File: config.mk
export PLATFORM = sky130hd
export DESIGN_NAME = kamus_lsu
export DESIGN_NICKNAME = d
export VERILOG_FILES = /design/src/rtl/kamus_lsu.sv
export SDC_FILE = /design/constraint.sdc
export NUM_CORES = 1
export LEC_CHECK = 0
export ABC_AREA = 0
export ABC_CLOCK_PERIOD_IN_PS = 4000
export CORE_MARGIN = 2
export CORE_UTILIZATION = 45
export CTS_BUF_LIST = sky130_fd_sc_hd__clkbuf_8
export CTS_CLUSTER_SIZE = 10
export DETAILED_ROUTE_END_ITERATION = 10
export PLACE_DENSITY = 0.89
export SYNTH_ARGS = -nofsm -noshare
export SYNTH_HDL_FRONTEND = slang
export SYNTH_SLANG_ARGS = --single-unit
File: constraint.sdc
create_clock -name clk_i -period 4 [get_ports clk_i]
set_input_delay 0.6 -clock clk_i [delete_from_list [all_inputs] [get_ports clk_i]]
set_output_delay 0.6 -clock clk_i [all_outputs]
set_load 0.1 [all_outputs]
File: src/rtl/kamus_lsu.sv
// Load/store unit: one memory op at a time over an L1D req/gnt/rvalid handshake,
// with alignment checking, a bus timeout, and sign/zero-extended load data.
module kamus_lsu #(
    parameter int unsigned XLEN        = 32,
    parameter int unsigned TIMEOUT_CYC = 255
) (
    input  logic            clk_i,
    input  logic            rst_ni,
    input  logic            req_valid_i,
    input  logic            req_we_i,
    input  logic [1:0]      req_size_i,
    input  logic            req_unsigned_i,
    input  logic [XLEN-1:0] req_addr_i,
    input  logic [XLEN-1:0] req_wdata_i,
    output logic            busy_o,
    output logic            rsp_valid_o,
    output logic [XLEN-1:0] rsp_rdata_o,
    output logic            misalign_o,
    output logic            bus_err_o,
    output logic            l1d_req_o,
    output logic            l1d_we_o,
    output logic [XLEN-1:0] l1d_addr_o,
    output logic [3:0]      l1d_be_o,
    output logic [XLEN-1:0] l1d_wdata_o,
    input  logic            l1d_gnt_i,
    input  logic            l1d_rvalid_i,
    input  logic [XLEN-1:0] l1d_rdata_i
);

    localparam int unsigned CW = $clog2(TIMEOUT_CYC);

    typedef enum logic [1:0] {IDLE, REQ, WAIT, RESP} state_t;

    state_t          state;
    logic [CW-1:0]   cnt;
    logic [1:0]      addr_lo_q;
    logic [1:0]      size_q;
    logic            uns_q;

    logic            misaligned;
    logic [3:0]      be_next;
    logic [XLEN-1:0] wdata_next;
    logic [XLEN-1:0] shifted;
    logic [XLEN-1:0] load_data;
    logic            timed_out;

    assign busy_o    = (state != IDLE);
    assign timed_out = (cnt == CW'(TIMEOUT_CYC - 1));
    assign shifted   = l1d_rdata_i >> {addr_lo_q, 3'b000};

    always_comb begin
        misaligned = 1'b0;
        be_next    = 4'b1111;
        wdata_next = req_wdata_i;
        case (req_size_i)
            2'b00: begin
                be_next    = 4'b0001 << req_addr_i[1:0];
                wdata_next = {4{req_wdata_i[7:0]}};
            end
            2'b01: begin
                misaligned = req_addr_i[0];
                be_next    = 4'b0011 << req_addr_i[1:0];
                wdata_next = {2{req_wdata_i[15:0]}};
            end
            2'b10:   misaligned = |req_addr_i[1:0];
            default: misaligned = 1'b1;
        endcase
    end

    always_comb begin
        load_data = shifted;
        case (size_q)
            2'b00: load_data = uns_q ? {{(XLEN-8){1'b0}}, shifted[7:0]}
                                     : {{(XLEN-8){shifted[7]}}, shifted[7:0]};
            2'b01: load_data = uns_q ? {{(XLEN-16){1'b0}}, shifted[15:0]}
                                     : {{(XLEN-16){shifted[15]}}, shifted[15:0]};
            default: load_data = shifted;
        endcase
    end

    always_ff @(posedge clk_i or negedge rst_ni) begin
        if (!rst_ni) begin
            state       <= IDLE;
            cnt         <= '0;
            addr_lo_q   <= '0;
            size_q      <= '0;
            uns_q       <= 1'b0;
            rsp_valid_o <= 1'b0;
            rsp_rdata_o <= '0;
            misalign_o  <= 1'b0;
            bus_err_o   <= 1'b0;
            l1d_req_o   <= 1'b0;
            l1d_we_o    <= 1'b0;
            l1d_addr_o  <= '0;
            l1d_be_o    <= '0;
            l1d_wdata_o <= '0;
        end else begin
            // Response outputs are single-cycle; they are only raised on entry to RESP.
            rsp_valid_o <= 1'b0;
            rsp_rdata_o <= '0;
            misalign_o  <= 1'b0;
            bus_err_o   <= 1'b0;
            case (state)
                IDLE: begin
                    if (req_valid_i) begin
                        addr_lo_q <= req_addr_i[1:0];
                        size_q    <= req_size_i;
                        uns_q     <= req_unsigned_i;
                        if (misaligned) begin
                            state       <= RESP;
                            rsp_valid_o <= 1'b1;
                            misalign_o  <= 1'b1;
                        end else begin
                            state       <= REQ;
                            cnt         <= '0;
                            l1d_req_o   <= 1'b1;
                            l1d_we_o    <= req_we_i;
                            l1d_addr_o  <= {req_addr_i[XLEN-1:2], 2'b00};
                            l1d_be_o    <= be_next;
                            l1d_wdata_o <= wdata_next;
                        end
                    end
                end
                REQ: begin
                    if (l1d_gnt_i || timed_out) begin
                        l1d_req_o   <= 1'b0;
                        l1d_we_o    <= 1'b0;
                        l1d_addr_o  <= '0;
                        l1d_be_o    <= '0;
                        l1d_wdata_o <= '0;
                    end
                    if (l1d_gnt_i) begin
                        if (l1d_we_o) begin
                            state       <= RESP;
                            rsp_valid_o <= 1'b1;
                        end else begin
                            state <= WAIT;
                            cnt   <= '0;
                        end
                    end else if (timed_out) begin
                        state       <= RESP;
                        rsp_valid_o <= 1'b1;
                        bus_err_o   <= 1'b1;
                    end else begin
                        cnt <= cnt + 1'b1;
                    end
                end
                WAIT: begin
                    if (l1d_rvalid_i) begin
                        state       <= RESP;
                        rsp_valid_o <= 1'b1;
                        rsp_rdata_o <= load_data;
                    end else if (timed_out) begin
                        state       <= RESP;
                        rsp_valid_o <= 1'b1;
                        bus_err_o   <= 1'b1;
                    end else begin
                        cnt <= cnt + 1'b1;
                    end
                end
                default: state <= IDLE;
            endcase
        end
    end

endmodule

Word level (Yosys, flattened, before mapping)
Index checks and enable logic that the tools add are counted.

Bits in registers: 120. Latch bits: 0. Bits in writable memories: 0. Memory bits (read-only): 0. Input bits: 105. Output and inout bits: 106. Logic and storage cells: 91. Memories kept: 0.

Add/subtract/negate cells: 1. Multipliers: 0. Divide/modulo/power cells: 0. Order comparisons: 0. Equal/unequal tests: 11. Shift operators: 3. Mux-type cells: 51. Bitwise operators: 0. Reduce and logical (&&, ||, !) cells: 11.

Operators by type and width (number): 32-bit two-way mux (9); 32-bit case mux with 2 select lines (4); 8-bit two-way mux (6); 32-bit by 5-bit >> shifter with 32-bit output (1); 8-bit case mux with 3 select lines (1); 4-bit case mux with 2 select lines (2); 1-bit two-way mux (15); 4-bit two-way mux (3); 2-bit two-way mux (5); 8-bit by 1-bit adder with 8-bit output, second input constant (1); 8-bit == test, second input constant (1); 2-bit != test, second input constant (4); 2-bit by 1-bit == test with 1-bit output, second input constant (3); 2-bit zero test (3); 1-bit case mux with 2 select lines (3); 1-bit case mux with 3 select lines (2); 2-bit case mux with 3 select lines (1); 5-bit AND reduction (1); 2-bit == test, second input constant (2); 4-bit AND reduction (1); 2-bit nonzero test (2); 1-bit by 2-bit left shift with 4-bit output, first input constant (1); 2-bit by 2-bit left shift with 4-bit output, first input constant (1); 3-bit != test, second input constant (1); other kinds (4) (4).

Depth between registers and ports, before layout
Word-level depth: 5. Depth in mapped cells: 8. Gate-level depth less buffers: 6.

Worst setup path before layout
Ideal clock, no wire load.

Kind: flip-flop to flip-flop. Start: reg l1d_we_o. End: reg cnt[1]. Setup time: 0.127 ns. Arrival time: 2.071 ns. Required time: 3.873 ns. Slack: 1.802 ns. Cell stages (with the launch flop): 6. Buffers on the path: 1. Clock period less this slack: 2.198 ns. Cells stage by stage: dfrtp_1 and3_1 nor4_4 and2_1 buf_4 mux2_1.

Word-level cells in the longest chain between the ends: 2.

Ends and longest elaborated chain: start, declared (line 21) `output logic l1d_we_o,`; start signal, assigned (line 117) `l1d_we_o <= req_we_i;`; 3-bit != test (no line); 5-bit AND reduction (no line); end signal, assigned (line 145) `cnt <= cnt + 1'b1;`; end signal, assigned (line 158) `cnt <= cnt + 1'b1;`; end, declared (line 35) `logic [CW-1:0] cnt;`.

No other way between the ends. A chain may end at the register's enable or synchronous reset.

Worst setup path after layout
Start: reg state[1]. End: out busy_o.

Word-level cells in the longest chain between the ends: 1.

Ends and longest elaborated chain: start, declared (line 34) `state_t state;`; start signal, assigned (line 83) `state <= IDLE;`; start signal, assigned (line 110) `state <= RESP;`; start signal, assigned (line 114) `state <= REQ;`; 2-bit nonzero test (line 47) `assign busy_o = (state != IDLE);`; end, declared (line 15) `output logic busy_o,`.

No other way between the ends.

==> metrics <==
max-slew violation count=0; EDFF count, synth=0; Initial Util=46.0%; initial antenna violation count=0; clock buffer depth=2; Setup Fix Bufs, Post-CTS=0; CTS root buf=clkbuf_8; vias post-DR=roughly 5100; total gr overflow=0; CP startpoint kind=register; endpoints failing setup=0; Port Buf Inserts=208; clk sinks=between 100 and 150; Hold Path Class=in2async; yosys warns=0; Tot GR Track Use=between 20% and 30%; io pins=211; synthesized area per cell=about 11 µm²; First-pass DRT Iterations=5; Die H=118 µm; post-synth cell types=57; final net count=between 800 and 900; Initial DRC Count=~440; TNS Setup=0 ps; HPWL Detailed=roughly 12000 µm; GP Congestion=around 0.88; R2R setup slack=1310 ps; CTS tree=done; crit path DAT=about 2600 ps; Post-synth ARST share=100%; commonest register cell after synthesis=dfrtp_1; final hold violations=0; count leader, synth=dfrtp_1; gr busiest metal=met2; Die Width=118 µm; vias in the first global route=approximately 5200; Clock Latency Late Sink=about 440 ps; number of max-cap violations=0; met3 usage in global routing=under 10%; CP Max Fanout=7; vias per cell=roughly 5.7; Mapped Cells=between 500 and 600; Tcrit/Tclk final=a little under 80%; site row count=roughly 40; kind of critical path=reg2out; WP data required=3400 ps; CTS HTree Levels=4; normalized max-slew margin=around a third; area leader, netlist=dfrtp_1; global-route wire length before repair=about 27000 µm; share of the synthesized area in the top cell type=~51%; RSZ-0062 raised after global routing=false; grt met2 use=41.1%; top post-synthesis cells by count=dfrtp_1 (118), nand4_1 (42), mux2i_1 (41), a21bo_2 (37), o2bb2ai_1 (28); WL/cell=around 19 µm; Mapped Area=about 5800 µm²; final wirelength=approximately 17000 µm; run status=finished, final reports clean; share of cells above drive strength 1=around 14%; top post-synthesis cells by area=dfrtp_1 (51%), mux2i_1 (7.1%), a21bo_2 (6.4%), nand4_1 (4.5%), o2bb2ai_1 (4.2%); kind of end point of the critical path=output pin; CTS resizes=0; GR Util met1=approximately 30%; die area=roughly 14000 µm²; Seq cells post-synth=roughly 120; TritonCTS buffer count=17; final antenna-violating net count=0; Core ar.=~13000 µm²; n_diodes=0; clock-pin slew on the worst setup and hold paths=about 70 ps; largest net degree at the start of global routing=78; P&R area growth vs syn=43.6%; sequential share of the synthesized area=between 50% and 60%; Layout Skew=10.4 ps; Slew @ Worst Pin=a little over 1000 ps; DRC violation count after routing=0; max frequency=317 MHz; cts hold-fix bufs=0; fin crit period=between 3000 and 4000 ps
-- kinds of logic (layout without fill, tap and decap cells) --
group	count (synthesis)	count (layout)	share of synthesized area [%]
adders and majority gates	7	7	1.51
muxes	49	49	8.68
other	1	2	0.0646
AOI/OAI and AO/OA	162	162	21.7
DFF	118	118	50.8
and+or+nand+nor	125	125	12.1
buffers and inverters	52	255	5.11
-- cell usage in the layout (no fill, tap or decap), types with 2 or more instances in the layout --
master | synthesis | routed
a31oi_1 | 5 | 5
and3_1 | 5 | 5
nand4_1 | 42 | 42
o22ai_1 | 8 | 8
a21bo_1 | 3 | 3
nand2_2 | 2 | 2
nor2_1 | 26 | 26
clkdlybuf4s50_1 | 0 | 207
conb_1 | 1 | 2
mux2i_1 | 41 | 41
a21oi_1 | 24 | 24
mux2_2 | 6 | 6
nor2_2 | 2 | 2
a211oi_1 | 16 | 16
a31o_2 | 3 | 3
clkinv_2 | 0 | 4
inv_1 | 6 | 8
nor2b_1 | 10 | 10
o2bb2ai_1 | 28 | 28
bufinv_16 | 0 | 2
o21ai_0 | 16 | 16
nand2_1 | 12 | 12
nand3_1 | 3 | 3
or2_2 | 3 | 3
o21bai_1 | 4 | 4
ha_1 | 7 | 7
a21bo_2 | 37 | 37
clkbuf_8 | 0 | 22
buf_4 | 9 | 8
o21ai_1 | 3 | 3
dfrtp_1 | 118 | 118
and2_1 | 9 | 9
or3_1 | 2 | 2
o31ai_1 | 2 | 2
clkinvlp_4 | 0 | 2
nand2b_1 | 3 | 3
-- routing by layer --
layer	share of wire [%]	vias up
met5	0	-
met3	8.5	26
li1	-	2294
met1	40	2534
met4	1.7	0
met2	50	248
-- stage by stage --
| stage | hold WS [ps] | setup WS [ps] | instances | utilization [%] | area [µm²] |
|---|---|---|---|---|---|
| 2_1_floorplan | 304 | 1800 | 515 | - | 5810 |
| 3_3_place_gp | 465 | 1220 | 858 | 62.9 | 7940 |
| 3_5_place_dp | 472 | 1120 | 858 | 62.9 | 7940 |
| 4_1_cts | 142 | 812 | 890 | 66.1 | 8340 |
| 5_1_grt | 167 | 744 | 890 | 66.1 | 8340 |
| 6_report | 157 | 847 | 890 | 66.1 | 8340 |
-- worst paths after layout --
path / from / endpoint / cells past startpoint
worst min-delay path: rst_ni / state[1] / 1
max in group asynchronous: rst_ni / l1d_be_o[2] / 2
min in group clk_i: l1d_addr_o[30] / l1d_addr_o[30] / 1
worst max-delay path: state[1] / busy_o / 4
worst min register to register: l1d_addr_o[30] / l1d_addr_o[30] / 1
worst max register to register: state[1] / l1d_wdata_o[6] / 7
-- registers in the layout, indices dropped and copies added, names as in the netlist --
| name | count |
|---|---|
| l1d_be_o | 4 |
| misalign_o | 1 |
| uns_q | 1 |
| cnt | 8 |
| size_q | 2 |
| bus_err_o | 1 |
| l1d_wdata_o | 32 |
| rsp_valid_o | 1 |
| state | 2 |
| l1d_addr_o | 30 |
| addr_lo_q | 2 |
| l1d_req_o | 1 |
| rsp_rdata_o | 32 |
| l1d_we_o | 1 |
-- worst max-delay path: stages, from the launching register on --
cell,delay (ps)
dfrtp_1,450
inv_1,100
ha_1,330
inv_1,100
clkdlybuf4s50_1,1130
-- area by class of cell --
cell class	instances	area [µm²]
fill	978	4280
sequential	118	2950
multi-input combinational	345	2590
timing repair buffer	216	2150
clock buffer	22	303
tap	172	215
clock inverter	10	103
inverter	7	26.3
Power is not shown: default switching activity piles up to over one toggle a cycle in this logic, so the estimate is an artifact.
